**config.mk**
```make
export PLATFORM = sky130hd
export DESIGN_NAME = barrier_client_unit
export DESIGN_NICKNAME = d
export VERILOG_FILES = /design/src/rtl/barrier_client_unit.sv
export SDC_FILE = /design/constraint.sdc
export NUM_CORES = 1
export LEC_CHECK = 0
export ABC_CLOCK_PERIOD_IN_PS = 4340
export CAP_MARGIN = 30
export CORE_MARGIN = 2
export CORE_UTILIZATION = 35
export CTS_BUF_LIST = sky130_fd_sc_hd__clkbuf_2 sky130_fd_sc_hd__clkbuf_4 sky130_fd_sc_hd__clkbuf_8
export CTS_CLUSTER_SIZE = 16
export DETAILED_ROUTE_END_ITERATION = 12
export PLACE_DENSITY_LB_ADDON = 0.2
export SYNTH_ARGS = -nofsm -noshare
export SYNTH_HDL_FRONTEND = slang
export SYNTH_SLANG_ARGS = --single-unit
```
**constraint.sdc**
```tcl
create_clock -name clk -period 4.34 [get_ports clk]
set_input_delay 0.868 -clock clk [delete_from_list [all_inputs] [get_ports clk]]
set_output_delay 0.868 -clock clk [all_outputs]
set_load 0.01 [all_outputs]
```
**src/rtl/barrier_client_unit.sv**
```systemverilog
// barrier_client_unit: initiator side of the barrier account/release protocol.
// Captures per-thread barrier requests, stalls the requesting threads, sends one
// account message per request to the barrier's master tile and un-stalls every
// thread waiting on a barrier when its release message arrives.
module barrier_client_unit #(
  parameter int TILE_ID      = 0,
  parameter int TILE_COUNT   = 16,
  parameter int THREAD_NUMB  = 8,
  parameter int BARRIER_ID_W = 16,
  parameter int CNT_W        = 16,
  localparam int TW = (THREAD_NUMB > 1) ? $clog2(THREAD_NUMB) : 1,
  localparam int DW = (TILE_COUNT > 1) ? $clog2(TILE_COUNT) : 1
) (
  input  logic                    clk,
  input  logic                    reset,
  input  logic                    core_barrier_valid,
  input  logic [TW-1:0]           core_barrier_thread,
  input  logic [BARRIER_ID_W-1:0] core_barrier_id,
  input  logic [CNT_W-1:0]        core_barrier_cnt,
  output logic [THREAD_NUMB-1:0]  bc_thread_stall,
  output logic                    bc_error,
  input  logic                    ni_account_available,
  output logic                    bc_account_valid,
  output logic [BARRIER_ID_W-1:0] bc_account_id,
  output logic [CNT_W-1:0]        bc_account_cnt,
  output logic [DW-1:0]           bc_account_tile_src,
  output logic [DW-1:0]           bc_account_dest,
  input  logic                    ni_release_valid,
  input  logic [BARRIER_ID_W-1:0] ni_release_id,
  output logic                    bc_release_consumed
);

  typedef enum logic [1:0] {
    IDLE = 2'd0,
    SEND = 2'd1,
    WAIT = 2'd2
  } thread_state_e;

  thread_state_e           state_q [THREAD_NUMB];
  thread_state_e           state_d [THREAD_NUMB];
  logic [BARRIER_ID_W-1:0] id_q    [THREAD_NUMB];
  logic [CNT_W-1:0]        cnt_q   [THREAD_NUMB];
  logic [TW-1:0]           rr_ptr_q;
  logic [TW-1:0]           grant_idx;
  logic [TW-1:0]           cand;
  logic                    grant_found;
  logic                    transfer;
  logic                    req_accept;
  logic                    req_busy;
  logic [THREAD_NUMB-1:0]  stall_q;
  logic                    error_q;

  // Round-robin search for the first SEND thread starting at rr_ptr.
  always_comb begin
    grant_found = 1'b0;
    grant_idx   = '0;
    cand        = '0;
    for (int i = 0; i < THREAD_NUMB; i++) begin
      cand = TW'((int'(rr_ptr_q) + i) % THREAD_NUMB);
      if (!grant_found && state_q[cand] == SEND) begin
        grant_found = 1'b1;
        grant_idx   = cand;
      end
    end
  end

  // An account goes out whenever the NI can take it; held low while in reset.
  assign transfer   = reset && ni_account_available && grant_found;
  assign req_accept = core_barrier_valid && state_q[core_barrier_thread] == IDLE;
  assign req_busy   = core_barrier_valid && state_q[core_barrier_thread] != IDLE;

  // Per-thread next state; matching uses only the state at the start of the cycle.
  always_comb begin
    for (int i = 0; i < THREAD_NUMB; i++) begin
      state_d[i] = state_q[i];
    end
    for (int i = 0; i < THREAD_NUMB; i++) begin
      case (state_q[i])
        IDLE: if (core_barrier_valid && core_barrier_thread == TW'(i)) state_d[i] = SEND;
        SEND: if (transfer && grant_idx == TW'(i)) state_d[i] = WAIT;
        WAIT: if (ni_release_valid && id_q[i] == ni_release_id) state_d[i] = IDLE;
        default: state_d[i] = IDLE;
      endcase
    end
  end

  // State, round-robin pointer, registered stall vector and error pulse.
  always_ff @(posedge clk) begin
    if (!reset) begin
      for (int i = 0; i < THREAD_NUMB; i++) begin
        state_q[i] <= IDLE;
      end
      rr_ptr_q <= '0;
      stall_q  <= '0;
      error_q  <= 1'b0;
    end else begin
      for (int i = 0; i < THREAD_NUMB; i++) begin
        state_q[i] <= state_d[i];
        stall_q[i] <= (state_d[i] != IDLE);
      end
      if (transfer) begin
        rr_ptr_q <= TW'((int'(grant_idx) + 1) % THREAD_NUMB);
      end
      error_q <= req_busy;
    end
  end

  // Barrier id/count storage; only meaningful while the thread is not IDLE, so no reset.
  always_ff @(posedge clk) begin
    if (req_accept) begin
      id_q[core_barrier_thread]  <= core_barrier_id;
      cnt_q[core_barrier_thread] <= core_barrier_cnt;
    end
  end

  assign bc_thread_stall     = stall_q;
  assign bc_error            = error_q;
  assign bc_account_valid    = transfer;
  assign bc_account_id       = id_q[grant_idx];
  assign bc_account_cnt      = cnt_q[grant_idx];
  assign bc_account_dest     = id_q[grant_idx][DW-1:0];
  assign bc_account_tile_src = DW'(TILE_ID);
  assign bc_release_consumed = ni_release_valid;

endmodule

```
# Word-level counts from Yosys, hierarchy flattened
# Memory sizes are Yosys's and may differ from the RTL's. A register that Yosys moved wholly into a read port is not among the register bits.
# Index checks and enable logic that the tools add are counted.
[word_totals] output_inout_bits=51 regBits=12 in_bits=56 ramBits=272 wordCells=192 memories=3
[classes] n_mux=62 bitwise=8 n_eq_ne=46 reduce_logical=62 n_addsub=8
[memory_table] memory="cnt_q" words=8 width=16 rd=1 rd_clocked_by_memory_dff=0 write_ports=1 line_no="42" source="logic [CNT_W-1:0] cnt_q [THREAD_NUMB];"
[memory_table] memory="id_q" words=8 width=16 rd=9 rd_clocked_by_memory_dff=0 write_ports=1 line_no="41" source="logic [BARRIER_ID_W-1:0] id_q [THREAD_NUMB];"
[memory_table] memory="state_q" words=8 width=2 rd=17 rd_clocked_by_memory_dff=1 write_ports=8 line_no="39" source="thread_state_e state_q [THREAD_NUMB];"
[op_table] op="== test 16 bit" count=8
[op_table] op="two-way mux 2 bit" count=32
[op_table] op="case mux 2 bit (3 select lines)" count=8
[op_table] op="logical AND 1 bit" count=35
[op_table] op="== test 2 x 1 -> 1 bit, second input constant" count=16
[op_table] op="two-way mux 3 bit" count=10
[op_table] op="== test 3 bit, second input constant" count=8
[op_table] op="zero test 2 bit" count=9
[op_table] op="nonzero test 2 bit" count=9
[op_table] op="== test 2 bit, second input constant" count=8
[op_table] op="adder 3 bit, second input constant" count=4
[op_table] op="== test 3 x 2 -> 1 bit, second input constant" count=4
[op_table] op="two-way mux 1 bit" count=12
[op_table] op="OR 1 bit" count=8
[op_table] op="zero test 1 bit" count=7
[op_table] op="adder 3 x 1 -> 3 bit, second input constant" count=2
[op_table] op="adder 3 x 2 -> 3 bit, second input constant" count=2
[op_table] op="== test 3 x 1 -> 1 bit, second input constant" count=2
[op_table] op="zero test 3 bit" count=2

# Depth between registers and ports, before layout
# Gate-level depths: netlist (run 1).
[depth] word_depth=28 ltp_mapped=19 depth_no_buf=15

# Least setup slack after synthesis (run 1)
# Ideal clock, no wire load.
[synth_timing] path_kind="reg-to-output" from="reg rr_ptr_q[1]" to="out bc_account_id[0]" path_buffers=5 stages_incl_launch_ff=18 arrival_ns=3.932 setup_slack_ns=-0.460 path_cell_list="dfxtp_1 -> buf_2 -> clkinv_1 -> ha_1 -> buf_2 -> inv_1 -> mux4_2 -> mux2_2 -> and4_4 -> and3_1 -> nand3_1 -> nand2_4 -> inv_2 -> buf_4 -> buf_2 -> a211oi_1 -> nor4_1 -> buf_4"
[synth_between] elab_chain_cells=24 word_cells_on_any_way=43 classes_between="7 x add/sub; 7 x eq/ne; 14 x mux; 13 x reduce/logical; 2 x memory"
[synth_lines] element="start: declaration" line_no="43" source="logic [TW-1:0] rr_ptr_q;"
[synth_lines] element="start signal: assignment" line_no="102" source="rr_ptr_q <= TW'((int'(grant_idx) + 1) % THREAD_NUMB);"
[synth_lines] element="adder 3 x 1 -> 3 bit" line_no="59" source="cand = TW'((int'(rr_ptr_q) + i) % THREAD_NUMB);"
[synth_lines] element="memory (8 x 2 bit)"
[synth_lines] element="== test 2 x 1 -> 1 bit" line_no="60" source="if (!grant_found && state_q[cand] == SEND) begin"
[synth_lines] element="logical AND 1 bit" line_no="60"
[synth_lines] element="two-way mux 1 bit" line_no="60"
[synth_lines] element="zero test 1 bit" line_no="60"
[synth_lines] element="logical AND 1 bit" line_no="60"
[synth_lines] element="two-way mux 1 bit" line_no="60"
[synth_lines] element="(+8 left out)"
[synth_lines] element="two-way mux 1 bit" line_no="60"
[synth_lines] element="zero test 1 bit" line_no="60"
[synth_lines] element="logical AND 1 bit" line_no="60"
[synth_lines] element="two-way mux 1 bit" line_no="60"
[synth_lines] element="zero test 1 bit" line_no="60"
[synth_lines] element="logical AND 1 bit" line_no="60"
[synth_lines] element="two-way mux 3 bit *" line_no="60"
[synth_lines] element="memory (8 x 16 bit) *"
[synth_lines] element="end: declaration" line_no="24" source="output logic [BARRIER_ID_W-1:0] bc_account_id,"
# Every way passes the cells marked *; elsewhere a longest branch is shown, timed or not.

# Worst setup path after layout (run 1)
[layout_timing] from="reg rr_ptr_q[1]" to="out bc_account_cnt[14]"
[layout_between] elab_chain_cells=24 word_cells_on_any_way=43 classes_between="7 x add/sub; 7 x eq/ne; 14 x mux; 13 x reduce/logical; 2 x memory"
[layout_lines] element="adder 3 x 1 -> 3 bit" line_no="59"
[layout_lines] element="memory (8 x 2 bit)"
[layout_lines] element="== test 2 x 1 -> 1 bit" line_no="60"
[layout_lines] element="logical AND 1 bit" line_no="60"
[layout_lines] element="two-way mux 1 bit" line_no="60"
[layout_lines] element="zero test 1 bit" line_no="60"
[layout_lines] element="logical AND 1 bit" line_no="60"
[layout_lines] element="two-way mux 1 bit" line_no="60"
[layout_lines] element="(+8 left out)"
[layout_lines] element="two-way mux 1 bit" line_no="60"
[layout_lines] element="zero test 1 bit" line_no="60"
[layout_lines] element="logical AND 1 bit" line_no="60"
[layout_lines] element="two-way mux 1 bit" line_no="60"
[layout_lines] element="zero test 1 bit" line_no="60"
[layout_lines] element="logical AND 1 bit" line_no="60"
[layout_lines] element="two-way mux 3 bit *" line_no="60"
[layout_lines] element="memory (8 x 16 bit) *"
[layout_lines] element="end: declaration" line_no="25" source="output logic [CNT_W-1:0] bc_account_cnt,"
# Marks and branches as above.

==> results.toml, run 1 <==
[status]
outcome = "finished with violations"
violations = "negative setup slack"

[global_routing]
grt_use_total = 0.224
antenna_found_initial = 2
grt_max_degree = 35
grt_pass1_vias = 10600
overflow = 0
grt_first_pass_wirelength_um = 68400

[floorplanning]
dieArea_um2 = 41600
io_pins = 107
fp.dieH_um = 204
core-area_um2 = 39600
die_width_um = 204
num_rows = 73
start_util = 0.353

[setup_path]
endpoint_kind = "output pin"
r2r_slack_ps = 520
critPathCapture = "bc_account_cnt[14]"
reg2reg_depth = 18
cp-startpoint = "rr_ptr_q[1]"
crit_fanout = 8
cp.arrival_ps = 4040
r2r-end = "bc_thread_stall[3]"
crit_type = "flop to output pin"
r2r-start = "rr_ptr_q[1]"
cp_data_required_time_ps = 3470
start_kind = "flop"

[cts]
clock_sinks = 287
insertion_delay_ps = 650
cts_max_level = 2
holdBufCountCts = 0
clk_pin_slew_ps = 70
cts-buffers-inserted = 50
cts_tree = "done"
clock_path_buffers = 3
clock_tree.root_cell = "clkbuf_8"

[place]
placed_area_um2 = 16800
dp_hpwl_um = 27900
port_buffers = 102
place_congestion = 0.879

[synthesis]
synth_top_area_frac = 0.549
synth-edff-count = 256
async_flop_share = 0
synth.avg_cell_area_um2 = 13.3
yosysSeqAreaShare = 0.593
yosysMostFrequentCell = "edfxtp_1"
syn-cell-area_um2 = 14000
netlist_top_cells_count = "256 x edfxtp_1, 117 x a211oi_1, 113 x a21boi_0, 113 x xnor2_1, 52 x clkbuf_1"
syn_inst = 1056
synth_seq_cells = 287
synthTopCellsByArea = "edfxtp_1 55%, xnor2_1 7.1%, a211oi_1 6.3%"
synth_area_leader_cell = "edfxtp_1"
yosys.cell_types.count = 68
yosysWarnings = 0
ys.flop_type = "edfxtp_1"

[cells_and_area]
syn_to_final_growth_pct = 43.4
drive_gt1_frac = 0.375
fin_area_um2 = 20100
fillers = 3344
layout.nets = 1379

[timing]
setup_viol = 36
finalCritPeriodShare = 1.13
tightest_slew_ps = 918
rsz0062_at_grt = "yes"
drv_slew = 0
maxSlewHeadroom = 0.382
clock_skew_ps = 39.6
timing.fmax_ghz = 0.204
setup_slack_ps = -566
finalSetupTns_ps = -18190
period_needed_ps = 4910
hold_viol = 0

[drt]
num_vias = 10300
wire_per_inst_um = 24.8
drtPass1Iterations = 5
via_per_inst = 5.46
drc = 0
drtIter0Drc = 810
drt_wl_total_um = 46700
ant_nets = 0

[worst_hold_path]
holdCritPathClass = "flop to flop"

[pwr]
p_leak_nw = 6.56
powerDensity_nw_per_um2 = 723
ir_worst_vdd_mv = 0.665

[run]
cap_violations = 0
==> per-stage QoR <==
| step | setup WS (ps) | hold WS (ps) | util | cells | power, W |
|---|---|---|---|---|---|
| 2_1_floorplan | 8.52 | 457 | - | 1059 | 0.00593 |
| 3_3_place_gp | -725 | 535 | 0.423 | 1728 | 0.00911 |
| 3_5_place_dp | -702 | 543 | 0.423 | 1728 | 0.00911 |
| 4_1_cts | -573 | 544 | 0.497 | 1877 | 0.0141 |
| 5_1_grt | -688 | 570 | 0.506 | 1881 | 0.0152 |
| 6_report | -566 | 550 | 0.506 | 1883 | 0.0145 |
==> report_power, final <==
part / switching, W / total [W] / internal [W]
registers: 0.0000374 / 0.00311 / 0.00307
logic: 0.00440 / 0.00877 / 0.00436
clock network: 0.00116 / 0.00265 / 0.00149
==> flip-flops by register name, indices dropped and copies added (netlist names), named ones only <==
signal,cells
cnt_q,128
bc_error,1
id_q,128
bc_thread_stall,8
state_q,16
rr_ptr_q,3
==> how the worst min path moves through the flow <==
stage | depth (start not counted) | to | slack (ps) | from
2_1_floorplan | 1 | state_q[3][0] | 460 | state_q[3][1]
3_3_place_gp | 2 | state_q[6][0] | 540 | state_q[6][1]
3_5_place_dp | 2 | state_q[6][0] | 540 | state_q[6][1]
4_1_cts | 2 | state_q[6][0] | 540 | state_q[6][1]
5_1_grt | 2 | state_q[6][0] | 570 | state_q[6][1]
6_report | 2 | state_q[6][0] | 550 | state_q[6][1]
==> what timing repair did <==
action	in CTS	in global routing
buffers inserted	54	11
pin swaps	104	32
setup endpoints to repair	37	37
gates resized for setup	434	90
cloned	13	1
==> critical path: stages (launching register included) <==
cell and delay [ps]:
dfxtp_2 350, clkinv_4 60, ha_4 290, buf_12 140
inv_6 40, mux4_2 320, mux2_4 320, and4_4 230
o21a_1 140, o21ai_4 260, nand2_4 130, clkinv_8 130
buf_12 140, buf_6 120, buf_6 100, a211oi_4 50
a2111oi_2 300, buf_4 190, buf_6 100
==> layout by cell type (no fill, tap or decap), types with 16 or more instances in the layout <==
cell type and instances:
nand4_1 22, a211oi_4 44, clkinv_1 16, dfxtp_1 29
edfxtp_1 256, clkdlybuf4s50_1 65, buf_6 38, a211oi_2 48
mux2i_1 25, a211oi_1 25, clkbuf_4 17, clkbuf_8 51
xor2_1 17, a21boi_1 45, buf_12 40, a21boi_0 49
xnor2_1 113, buf_4 103, nand2_1 23, nand3_1 25
buf_2 27
==> per-layer routing <==
layer | share of wire | vias to the layer above | routed length (µm) | GRT usage
met4 | 0.033 | 0 | 1540 | 0.0965
met1 | 0.42 | 5209 | 19800 | 0.297
li1 | - | 4625 | - | -
met2 | 0.48 | 353 | 22200 | 0.356
met3 | 0.067 | 92 | 3110 | 0.0477
met5 | 0 | - | 0 | 0
==> layout make-up <==
| cell class | count | area (µm²) | area share |
|---|---|---|---|
| antenna | 2 | 5.00 | 0.000249 |
| sequential | 287 | 8310 | 0.414 |
| inverter | 9 | 58.8 | 0.00293 |
| tap | 525 | 657 | 0.0327 |
| clock inverter | 25 | 229 | 0.0114 |
| multi-input combinational | 675 | 6740 | 0.335 |
| clock buffer | 68 | 830 | 0.0413 |
| timing repair buffer | 292 | 3250 | 0.162 |
==> logic make-up (layout without fill, tap and decap cells) <==
group / count (synthesis) / in the layout / synth area share
DFF: 287 / 287 / 0.593
muxes: 47 / 47 / 0.0473
adders and majority gates: 8 / 8 / 0.00715
xor gates and xnor gates: 131 / 131 / 0.0825
AOI/OAI and AO/OA: 301 / 301 / 0.162
other: 1 / 6 / 0.000268
buffers and inverters: 97 / 394 / 0.0332
and+or+nand+nor: 184 / 184 / 0.0743
(Power assumes the default switching activity.)
==> run 2: changes to the inputs <==
ABC_CLOCK_PERIOD_IN_PS = 6400   (was 4340)
clock period = 6.4 ns   (was 4.34 ns; I/O delays follow)
==> run 2 against run 1 <==
The run now ends clean. Cell count is 8.6% lower. Sequential power decreased by 32%. Sequential share of layout area up 8.3 points. Global-route usage shrank 2.5 points. Register-to-register slack better by 1900 ps. Power down 50%. Die area did not move. Combinational power is 59% lower. Clock skew is 18 ps lower. First-iteration DRC count is 9.6% lower. Via count decreased by 6.8%. Critical endpoint is now bc_account_id[7]. Largest cell class unchanged.
==> results.toml, run 2 (synthesis results as in run 1) <==
[cts]
holdBufCountCts = 0
insertion_delay_ps = 580
clock_sinks = 287
cts-buffers-inserted = 49
clk_pin_slew_ps = 60
clock_tree.root_cell = "clkbuf_8"
cts_tree = "done"
clock_path_buffers = 3
cts_max_level = 2

[drt]
drt_wl_total_um = 42000
drc = 0
wire_per_inst_um = 24.4
drtPass1Iterations = 5
via_per_inst = 5.56
ant_nets = 0
drtIter0Drc = 732
num_vias = 9581

[global_routing]
grt_first_pass_wirelength_um = 62300
overflow = 0
grt_use_total = 0.200
grt_pass1_vias = 9632
antenna_found_initial = 0
grt_max_degree = 115

[setup_path]
worst_path_max_delay_cell = "clkdlybuf4s50_1"
crit_chain = "inv_2, ha_1, inv_1, mux4_2, mux2_2, or2_0, a31oi_1, o32ai_4, buf_4, o21ai_4, buf_16, a211oi_1, nor4_1, clkdlybuf4s50_1"
max_stage_delay_ps = 640
cp_data_required_time_ps = 5120
start_kind = "flop"
crit_fanout = 14
endpoint_kind = "output pin"
cp.arrival_ps = 4860
crit_type = "flop to output pin"

[floorplanning]
dieArea_um2 = 41600
core-area_um2 = 39600
fp.dieH_um = 204
die_width_um = 204
io_pins = 107
num_rows = 73
start_util = 0.353

[place]
dp_cells = 1634
place_congestion = 0.858
port_buffers = 102
dp_hpwl_um = 27000

[pwr]
p_leak_nw = 5.08
ir_worst_vdd_mv = 0.358
powerDensity_nw_per_um2 = 433

[timing]
clock_skew_ps = 21.5
timing.fmax_ghz = 0.163
hold_viol = 0
finalCritPeriodShare = 0.959
whs_ps = 517
setup_viol = 0
tightest_slew_ps = 1030
maxSlewHeadroom = 0.311
period_needed_ps = 6140
drv_slew = 0

[cells_and_area]
reg_top3 = "cnt_q (128), id_q (128), state_q (16)"
n_antenna_cell = 0
final_cell_count_no_fill = 1722
fillers = 3738
layout.nets = 1229
drive_gt1_frac = 0.136
syn_to_final_growth_pct = 19.4
final_util = 0.422
final_common_cell = "edfxtp_1"
final_cell_mix = "256 x edfxtp_1, 117 x a211oi_1, 113 x a21boi_0, 113 x xnor2_1, 102 x clkdlybuf4s50_1"

[worst_hold_path]
holdCritPathClass = "flop to flop"

[status]
outcome = "complete, no violations"

[run]
cap_violations = 0
## run 2: cell types whose count changed in the layout (fill, tap and decap cells not counted), moves of 34 or more
cell | previous run | this run
a21boi_0 | 49 | 113
a211oi_4 | 44 | 0
buf_12 | 40 | 6
buf_6 | 38 | 0
a211oi_2 | 48 | 0
a21boi_1 | 45 | 0
a211oi_1 | 25 | 117
clkdlybuf4s50_1 | 65 | 102
buf_4 | 103 | 33
## run 2: per-stage QoR
step	power, W	setup WS [ps]	instance area, µm²	setup TNS (ps)
6_report	0.00724	260	16700	0
4_1_cts	0.00717	42.2	16600	0
3_3_place_gp	0.00558	445	15700	0
3_5_place_dp	0.00560	614	15700	0
2_1_floorplan	0.00397	1190	14000	0
5_1_grt	0.00759	-2.77	16700	-2.77
## run 2: critical path: cells and delay by family, from the launching register on
kind,cells,cell delay (ps)
compound gates,4,780
mux,2,740
buf+inv,5,1340
fa+ha+maj,1,410
simple gates,2,650
flops,1,350
## run 2: repair_timing
action,in CTS,in global routing
setup endpoints to repair,1,24
pin swaps,0,3
setup buffers,0,4
gates cloned,0,1
gates resized for setup,1,10
## run 2: cell type report
class / count / area [µm²] / area share
clock buffers: 67 / 816 / 0.0488
clock inverters: 16 / 72.6 / 0.00434
inverters: 9 / 38.8 / 0.00232
multi-input cells: 675 / 5390 / 0.322
flip-flops and latches: 287 / 8310 / 0.497
well taps: 525 / 657 / 0.0393
repair buffers: 143 / 1440 / 0.0862
## run 2: final timing paths
path                  from                  to  slack (ps)  cells after the start
max            rr_ptr_q[0]    bc_account_id[7]         260                     14
min          state_q[6][1]       state_q[6][0]         520                      1
max reg2reg    rr_ptr_q[0]  bc_thread_stall[7]        2420                     16
min reg2reg  state_q[6][1]       state_q[6][0]         520                      1
## run 2: report_power, final
| part | switching, W | total [W] | internal [W] |
|---|---|---|---|
| clock network | 0.000717 | 0.00153 | 0.000818 |
| logic | 0.00199 | 0.00360 | 0.00160 |
| registers | 0.0000222 | 0.00210 | 0.00208 |
## run 2: routing by layer
metal / track usage / wire, µm / vias to the layer above
li1: - / - / 4328
met1: 0.272 / 18500 / 4842
met2: 0.324 / 20000 / 339
met3: 0.0379 / 2440 / 72
met4: 0.0624 / 1030 / 0
met5: 0 / 0 / -
==> run 3: changes to the inputs <==
CORE_UTILIZATION = 30   (was 35)
==> run 3 against run 2 <==
Combinational power up 2%. Largest cell class unchanged. Worst hold slack got worse by 19 ps. Sequential power barely moved. Clock skew up 8.4 ps. Routed wire length up 5.0%. Clock power up 14%. Critical path depth unchanged. Non-clock buffer count rose by 12. Die area is 16% higher.
==> results.toml, run 3 (synthesis results as in run 1) <==
[status]
outcome = "complete, no violations"

[pwr]
power_w = 0.00753
ir_worst_vdd_mv = 0.293
switching_power_w = 0.00280
p_leak_nw = 5.20
p_clk_frac = 0.232
p_comb_frac = 0.489
seq_power_share = 0.279
powerDensity_nw_per_um2 = 441
swShare = 0.371
p_int_w = 0.00474

[drt]
drtPass1Iterations = 7
ant_nets = 0
drtIter0Drc = 762
drc = 0
drt_wl_total_um = 44100
via_per_inst = 5.23
num_vias = 9532
wire_per_inst_um = 24.2

[setup_path]
cp_data_required_time_ps = 5120
crit_fanout = 21
r2r-start = "rr_ptr_q[0]"
cp-startpoint = "rr_ptr_q[0]"
start_kind = "flop"
cp.arrival_ps = 4900
crit_type = "flop to output pin"
endpoint_kind = "output pin"

[floorplanning]
fp.dieH_um = 220
num_rows = 79
dieArea_um2 = 48400
core-area_um2 = 46400
start_util = 0.302
io_pins = 107
die_width_um = 220

[timing]
finalCritPeriodShare = 0.966
drv_slew = 0
period_needed_ps = 6180
clock_skew_ps = 29.9
hold_viol = 0
tightest_slew_ps = 833
maxSlewHeadroom = 0.443
timing.fmax_ghz = 0.162
rsz0062_at_grt = "no"
whs_ps = 497
setup_viol = 0
finalSetupTns_ps = 0

[global_routing]
antenna_found_initial = 0
grt_use_total = 0.182
overflow = 0
grt_max_degree = 90
grt_pass1_vias = 9714
grt_first_pass_wirelength_um = 64700

[cells_and_area]
final_cell_mix = "256 x edfxtp_1, 117 x a211oi_1, 113 x a21boi_0, 113 x xnor2_1, 102 x clkdlybuf4s50_1"
layout.nets = 1243
fillers = 4402
final_cell_count_no_fill = 1824
drive_gt1_frac = 0.157
n_antenna_cell = 0
final_common_cell = "edfxtp_1"
syn_to_final_growth_pct = 21.8
reg_top3 = "cnt_q (128), id_q (128), state_q (16)"

[cts]
clock_path_buffers = 3
cts_max_level = 2
cts-buffers-inserted = 51
clock_tree.root_cell = "clkbuf_8"
clk_pin_slew_ps = 60
cts_tree = "done"
clock_sinks = 287
insertion_delay_ps = 630

[worst_hold_path]
holdCritPathClass = "flop to flop"
hp-start = "state_q[3][1]"

[run]
cap_violations = 0

[place]
dp_hpwl_um = 29500
dp_cells = 1729
port_buffers = 102
place_congestion = 0.837
==> run 3: per-layer routing <==
layer	global-route usage	share of wire
met3	0.0342	0.050
met4	0.0445	0.016
met2	0.306	0.49
met5	0	0
met1	0.242	0.44
==> run 3: worst max-delay path, stage by stage (launching register included) <==
cell             delay, ps
dfxtp_1                370
inv_4                  100
ha_4                   350
inv_1                  110
mux4_2                 380
mux2_2                 360
or2_0                  210
a31oi_1                280
o32ai_4                170
or3b_4                 340
buf_12                 220
buf_4                  150
a211oi_1                50
a2111oi_1              520
clkdlybuf4s50_1        640
==> run 3: cell type report <==
class                           count  area (µm²)  share of cell area
Clock buffer                       76         896              0.0525
Inverter                            9        38.8             0.00227
Sequential cell                   287        8310               0.487
Multi-Input combinational cell    675        5400               0.317
Timing Repair Buffer              155        1520              0.0892
Tap cell                          607         759              0.0445
Clock inverter                     15         131             0.00770
==> run 3: power groups by stage <==
stage          Sequential (W)  Clock [W]  Combinational, W
2_1_floorplan         0.00214          0           0.00183
3_3_place_gp          0.00214          0           0.00360
3_5_place_dp          0.00214          0           0.00361
4_1_cts               0.00210    0.00180           0.00367
5_1_grt               0.00211    0.00188           0.00392
6_report              0.00210    0.00175           0.00368
==> run 3: metrics by stage <==
| stage | cell area (µm²) | utilization | worst slack, ps |
|---|---|---|---|
| floorplan | 14000 | - | 1190 |
| global placement | 15900 | 0.343 | 453 |
| detailed placement | 15900 | 0.344 | 409 |
| CTS | 17000 | 0.367 | 0.219 |
| global route | 17100 | 0.368 | 22.1 |
| finish | 17100 | 0.368 | 215 |
==> run 3: timing repair <==
| item | CTS | global route |
|---|---|---|
| resized for setup | 5 | 11 |
| buffers inserted | 4 | 0 |
| pin swaps | 1 | 0 |
| hold buffers | 0 | 0 |
| endpoints found under the setup margin | 24 | 25 |
==> run 3: final timing paths <==
| kind | end | slack (ps) | cells after the start |
|---|---|---|---|
| worst min-delay path | state_q[3][0] | 500 | 1 |
| worst min register to register | state_q[3][0] | 500 | 1 |
| worst max-delay path | bc_account_cnt[2] | 220 | 14 |
| worst max register to register | bc_thread_stall[3] | 2430 | 17 |
